`src/rtl/snn_pkg.sv`:
```
// Shared types and default sizing for the spiking neural network datapath.
// Imported by the neuron array, the spike FIFOs and the host bridge.
package snn_pkg;

  localparam int SNN_DATA_WIDTH = 16;
  localparam int SNN_ADDR_WIDTH = 7;

  typedef enum logic {
    DROP_NEW      = 1'b0,
    OVERWRITE_OLD = 1'b1
  } fifo_mode_e;

  // Maps the integer OVERWRITE parameter (0/1) onto the mode enum.
  function automatic fifo_mode_e mode_from_param(input int overwrite);
    return (overwrite != 0) ? OVERWRITE_OLD : DROP_NEW;
  endfunction

endpackage

```
`src/rtl/spike_fifo_ram.sv`:
```
// Simple dual-port storage for the spike FIFO: one write port and one
// registered read port that returns the new word on a same-address write.
module spike_fifo_ram
  import snn_pkg::*;
#(
  parameter int DATA_WIDTH = SNN_DATA_WIDTH,
  parameter int ADDR_WIDTH = SNN_ADDR_WIDTH
) (
  input  logic                  clk,
  input  logic                  we,
  input  logic [ADDR_WIDTH-1:0] wr_addr,
  input  logic [DATA_WIDTH-1:0] wr_data,
  input  logic [ADDR_WIDTH-1:0] rd_addr,
  output logic [DATA_WIDTH-1:0] rd_data
);

  logic [DATA_WIDTH-1:0] mem [0:(1 << ADDR_WIDTH)-1];

  // NOTE: the array has no reset; stale words are unreachable once the
  // pointers are cleared, and a resettable array would not map onto RAM.
  always_ff @(posedge clk) begin
    if (we) begin
      mem[wr_addr] <= wr_data;
    end
    rd_data <= (we && (wr_addr == rd_addr)) ? wr_data : mem[rd_addr];
  end

endmodule

```
`src/rtl/spike_fifo_fwft.sv`:
```
// First-word-fall-through spike FIFO: sync-read RAM plus one output register
// that is refilled from the RAM prefetch or bypassed from data_in.
module spike_fifo_fwft
  import snn_pkg::*;
#(
  parameter int DATA_WIDTH = SNN_DATA_WIDTH,
  parameter int ADDR_WIDTH = SNN_ADDR_WIDTH,
  parameter int AFULL_LVL  = (1 << ADDR_WIDTH) - 4,
  parameter int AEMPTY_LVL = 4,
  parameter int OVERWRITE  = 0
) (
  input  logic                  clk,
  input  logic                  reset,
  input  logic                  wr,
  input  logic [DATA_WIDTH-1:0] data_in,
  input  logic                  rd,
  output logic [DATA_WIDTH-1:0] data_out,
  output logic                  valid,
  output logic                  fifo_full,
  output logic                  almost_full,
  output logic                  almost_empty,
  output logic [ADDR_WIDTH:0]   count,
  output logic                  overflow,
  output logic                  underflow,
  input  logic                  clr_err
);

  localparam int              DEPTH    = 1 << ADDR_WIDTH;
  localparam int              CW       = ADDR_WIDTH + 1;
  localparam fifo_mode_e      MODE     = mode_from_param(OVERWRITE);
  localparam logic [CW-1:0]   DEPTH_C  = CW'(DEPTH);
  localparam logic [CW-1:0]   AFULL_C  = CW'(AFULL_LVL);
  localparam logic [CW-1:0]   AEMPTY_C = CW'(AEMPTY_LVL);
  localparam logic [CW-1:0]   CNT_ONE  = CW'(1);
  localparam logic [ADDR_WIDTH-1:0] PTR_ONE = ADDR_WIDTH'(1);

  logic [ADDR_WIDTH-1:0] wr_ptr;
  logic [ADDR_WIDTH-1:0] head_ptr;
  logic [ADDR_WIDTH-1:0] head_ptr_nxt;
  logic [ADDR_WIDTH-1:0] rd_addr;
  logic [CW-1:0]         count_nxt;
  logic [DATA_WIDTH-1:0] ram_q;
  logic                  pop;
  logic                  push;
  logic                  advance;
  logic                  lost;
  logic                  load_ram;
  logic                  load_bypass;

  // ram_q always holds the entry behind the head (head_ptr + 1), so a pop
  // can refill the output register without a bubble.
  spike_fifo_ram #(
    .DATA_WIDTH(DATA_WIDTH),
    .ADDR_WIDTH(ADDR_WIDTH)
  ) u_ram (
    .clk    (clk),
    .we     (push),
    .wr_addr(wr_ptr),
    .wr_data(data_in),
    .rd_addr(rd_addr),
    .rd_data(ram_q)
  );

  // NOTE: every signal gets a default at the top of always_comb so no path
  // leaves it unassigned and no latch is inferred.
  always_comb begin
    pop          = rd & valid;
    lost         = wr & fifo_full & ~pop;
    push         = wr & (~fifo_full | pop | (MODE == OVERWRITE_OLD));
    advance      = pop | (lost & (MODE == OVERWRITE_OLD));
    count_nxt    = count;
    head_ptr_nxt = head_ptr;
    load_ram     = 1'b0;
    load_bypass  = 1'b0;

    if (push && !advance) begin
      count_nxt = count + CNT_ONE;
    end else if (advance && !push) begin
      count_nxt = count - CNT_ONE;
    end

    if (advance) begin
      head_ptr_nxt = head_ptr + PTR_ONE;
    end
    rd_addr = head_ptr_nxt + PTR_ONE;

    // With two or more entries the successor is already in ram_q; with zero
    // or one entry the incoming word becomes the head directly.
    if (advance && (count > CNT_ONE)) begin
      load_ram = 1'b1;
    end else if (push && ((count == '0) || ((count == CNT_ONE) && advance))) begin
      load_bypass = 1'b1;
    end
  end

  // NOTE: sequential state uses non-blocking assignments so every register
  // samples pre-edge values regardless of statement order.
  always_ff @(posedge clk) begin
    if (reset) begin
      wr_ptr       <= '0;
      head_ptr     <= '0;
      count        <= '0;
      data_out     <= '0;
      valid        <= 1'b0;
      fifo_full    <= 1'b0;
      almost_full  <= (AFULL_LVL == 0);
      almost_empty <= 1'b1;
      overflow     <= 1'b0;
      underflow    <= 1'b0;
    end else begin
      if (push) begin
        wr_ptr <= wr_ptr + PTR_ONE;
      end
      head_ptr     <= head_ptr_nxt;
      count        <= count_nxt;
      valid        <= (count_nxt != '0);
      fifo_full    <= (count_nxt == DEPTH_C);
      almost_full  <= (count_nxt >= AFULL_C);
      almost_empty <= (count_nxt <= AEMPTY_C);

      if (load_ram) begin
        data_out <= ram_q;
      end else if (load_bypass) begin
        data_out <= data_in;
      end

      // A set event in the same cycle as clr_err wins over the clear.
      overflow  <= lost | (overflow & ~clr_err);
      underflow <= (rd & ~valid) | (underflow & ~clr_err);
    end
  end

endmodule
```
`config.mk`:
```
export PLATFORM = sky130hd
export DESIGN_NAME = spike_fifo_fwft
export DESIGN_NICKNAME = d
export VERILOG_FILES = /design/src/rtl/snn_pkg.sv /design/src/rtl/spike_fifo_ram.sv /design/src/rtl/spike_fifo_fwft.sv
export SDC_FILE = /design/constraint.sdc
export NUM_CORES = 2
export LEC_CHECK = 0
export BUFFER_PORTS_ARGS = -buffer_cell sky130_fd_sc_hd__buf_4
export CORE_ASPECT_RATIO = 1.75
export CORE_UTILIZATION = 59
export CTS_BUF_LIST = sky130_fd_sc_hd__clkbuf_8
export DETAILED_ROUTE_END_ITERATION = 6
export HOLD_SLACK_MARGIN = 0.06
export PLACE_DENSITY = 0.86
export RECOVER_POWER = 50
export SYNTH_ARGS = -nofsm -noshare
export SYNTH_HDL_FRONTEND = slang
export SYNTH_SLANG_ARGS = --single-unit
export TNS_END_PERCENT = 50
```
`constraint.sdc`:
```
create_clock -name clk -period 3.9 [get_ports clk]
set_input_delay 0.39 -clock clk [delete_from_list [all_inputs] [get_ports clk]]
set_output_delay 0.39 -clock clk [all_outputs]
set_load 0.005 [all_outputs]
```
==> metrics.md <==
| Metric | Value |
|---|---|
| Combinational power share | `20.8%` |
| Status | `complete, but fails checks` |
| FP Rows | `180` |
| Vias post-DR | `45200` |
| Routability cong. | `1.05` |
| Simple-Gate Fraction of Synth Area | `3.49%` |
| RSZ-0062 raised after global routing | `false` |
| Clk_lat worst skew | `1.05 ns` |
| Area Growth Syn to Fin | `11.1%` |
| Hold Crit Class | `in2reg` |
| Final hold vios | `0` |
| Worst setup path class | `reg2reg` |
| DR iter-0 viols | `6622` |
| Mux cell area share after synthesis | `14.2%` |
| Worst R2R Setup Slack | `-0.02 ns` |
| CTS buffer count | `284` |
| Critical Path RT | `4.83 ns` |
| Min Tclk post-route | `3.92 ns` |
| Cell with the most instances after synthesis | `edfxtp_1` |
| Largest family of logic cells by synthesized area | `multiplexers` |
| Internal | `37300 uW` |
| Commonest cells post-synth | `edfxtp_1, mux4_2, mux2i_1` |
| Height of the die | `494 um` |
| CP max stage delay | `1.13 ns` |
| Gate Count Post-Synth | `4088` |
| Initial antenna violation count | `15` |
| H-tree Lvls | `5` |
| Tcrit/Tclk final | `101%` |
| Syn avg cell area | `20.0 um^2` |
| Slew HR | `-181%` |
| Crit-path cells | `buf_12, buf_12, mux4_2, nor3_1, or3_1, nor4_1, buf_4, a41o_1` |
| Least-Margin Pin Slew | `4.22 ns` |
| Post-CTS setup buffers | `0` |
| Worst VDD drop | `0.340 mV` |
| Sw Ratio | `27.8%` |
| Worst EP arrival | `4.85 ns` |
| Worst reg2reg path depth | `8` |
| Vias in the first global route | `45100` |
| Clock Path Buffers | `4` |
| Mapped cell area | `81700 um^2` |
| Core Region | `137000 um^2` |
| Port Buffers | `50` |
| Synth top area share | `75.3%` |
| Syn nets | `4115` |
| Die Wd | `283 um` |
| Logic depth of the worst path, buffers included | `8` |
| Synth warnings | `0` |
| Sequential fraction of the synthesis area | `76.5%` |
| Synth top area cells | `edfxtp_1, mux4_2, mux2i_1, dfxtp_1, mux2_2` |
| First-pass GRT wire length | `317000 um` |
| CP delay by family, top | `simple AND/OR/NAND/NOR gates` |
| Routed WL | `226000 um` |
| Layout cells sized above 1 | `24.4%` |
| Clock-pin slew on the worst setup and hold paths | `0.07 ns` |
| Placed insts | `6036` |
| TritonCTS clock tree | `yes` |
| Element type at the critical path end | `register` |
| Net count reported at finish | `4552` |
| XOR/XNOR Fraction of Synth Area | `0.247%` |
| Max_cap viols | `17` |
| Drt pass-1 iters | `7` |
| Post-synth EDFFs | `2048` |
| WP buf/inv | `3` |
| Crit path top cell by count | `buf_12` |
| Reg power frac | `48.9%` |
| Failing checks | `max-capacitance violations, max-slew violations, negative setup slack` |
| Clock Sinks | `2099` |
| Root Buffer Master | `clkbuf_8` |
| Final Setup Violations | `10` |
| Die area | `140000 um^2` |
| Net switching power figure | `14300 uW` |
| P_leak | `0.0296 uW` |
| Drt via density | `6.90` |
| Synth async-reset ratio | `0%` |
| ANT nets after route | `0` |
| IO Pins | `51` |
| Max frequency | `255 MHz` |
| Worst Clk Skew | `0.0723 ns` |
| Finished Core Util | `66.0%` |
| Setup WS post-layout | `-0.0203 ns` |
| Fin cells | `6545` |
| Adder-Cell Fraction of Synth Area | `0.0919%` |
| Startpoint Class | `register` |
| Initial cell density of the core | `59.5%` |
| Post-DR wirelength/cell | `34.5 um` |
| Area leader, netlist | `edfxtp_1` |
| GRT Overall Usage | `32.2%` |
| Critical Path End | `data_out[15]$_SDFFE_PP0P_` |
| DRC | `0` |
| Clock power share | `30.3%` |
| Power Dens Cells | `569 nW/um^2` |
| Critical path peak fanout | `28` |
| Post-DP HPWL | `142000 um` |
| Slew Viols, Final | `1069` |
| Number of synthesized register bits | `2099` |
| Largest net degree at the start of global routing | `94` |
| Crit Reg-Reg Endpoint | `data_out[15]$_SDFFE_PP0P_` |
| Post-synthesis cell type count | `73` |
| Synth Area in Compound Gates | `3.58%` |
| GRT overflow | `0` |
| Crit-path slowest cell | `nor4_1` |
| Main synth FF type | `edfxtp_1` |
registers in the layout, summed over array words and instances, names as in the netlist, 7 cells and up, named ones only:
name and count:
u_ram.mem 2048, head_ptr 7, data_out 16, count 8
wr_ptr 7
worst min-delay path by stage:
stage / start / to / slack [ns] / depth (start not counted)
global route: reset / head_ptr[6]$_SDFF_PP0_ / 0.38 / 3
CTS: data_in[1] / u_ram.mem[9][1]$_DFFE_PP_ / 0.07 / 1
finish: reset / head_ptr[6]$_SDFF_PP0_ / 0.38 / 3
global placement: overflow$_SDFF_PP0_ / overflow$_SDFF_PP0_ / 0.49 / 2
detailed placement: wr_ptr[1]$_SDFFE_PP0P_ / wr_ptr[1]$_SDFFE_PP0P_ / 0.54 / 2
floorplan: head_ptr[6]$_SDFF_PP0_ / register / 0.45 / 1
power groups by stage:
stage,Combinational (uW),Clock (uW),Sequential (uW)
2_1_floorplan,7600,0,25500
3_3_place_gp,10300,0,25700
3_5_place_dp,10500,0,25700
4_1_cts,10600,15700,25200
5_1_grt,11000,16600,25300
6_report,10700,15600,25300
cell families (layout without fill, tap and decap cells):
family	count (synthesis)	after routing
adders and majority gates	6	6
AOI/OAI and AO/OA	412	412
xor gates and xnor gates	23	23
and+or+nand+nor	622	622
buffers and inverters	240	873
muxes	686	686
DFF	2099	2099
other	0	4
worst register-to-register path, stage by stage, from the launching register on:
cell     delay, ns
dfxtp_4       0.82
buf_12        0.34
buf_12        0.30
mux4_2        0.36
nor3_1        0.08
or3_1         0.36
nor4_1        1.13
buf_4         0.27
a41o_1        0.17
repair_timing:
action | 4_1_cts | 5_1_grt
resized for setup | 0 | 0
setup endpoints to repair | 0 | 0
hold endpoints to repair | 681 | 0
hold buffers | 23 | 0
metal layers:
layer | vias up | GRT usage [%] | wire length [um]
met5 | - | 0 | 97
met4 | 14 | 26.9 | 23100
met3 | 1012 | 7.47 | 25200
met2 | 3866 | 52.9 | 110000
met1 | 22500 | 35.9 | 67200
li1 | 17700 | - | -
cell type report:
class	count	area, um^2
Antenna cell	4	10.0
Clock buffer	288	3960
Clock inverter	194	1140
Fill cell	8051	46600
Inverter	12	45.0
Multi-Input combinational cell	1749	17700
Sequential cell	2099	62500
Tap cell	1820	2280
Timing Repair Buffer	379	3070
cell usage in the layout, fill, tap and decap left out, drive strengths merged, types with 44 or more instances in the layout:
cell type / instances
mux4: 373
o21ai: 54
nor2: 201
mux2: 67
edfxtp: 2048
a211oi: 62
nand2: 161
nor3: 89
buf: 297
mux2i: 246
dfxtp: 51
clkbuf: 347
nand3: 44
a21oi: 60
clkinv: 103
o22ai: 102
inv: 82
per-stage QoR:
step           power (uW)  cell area [um^2]  hold slack (ns)  TNS [ns]  setup slack, ns
3_3_place_gp        36000             85500            0.486         0            0.417
6_report            51700             90700            0.382   -0.0622          -0.0203
2_1_floorplan       33100             81700            0.452         0             1.14
5_1_grt             52900             90700            0.380         0           0.0608
3_5_place_dp        36200             85500            0.538         0            0.421
4_1_cts             51500             90900           0.0707         0            0.336
Power figures use the tool's default switching activity.
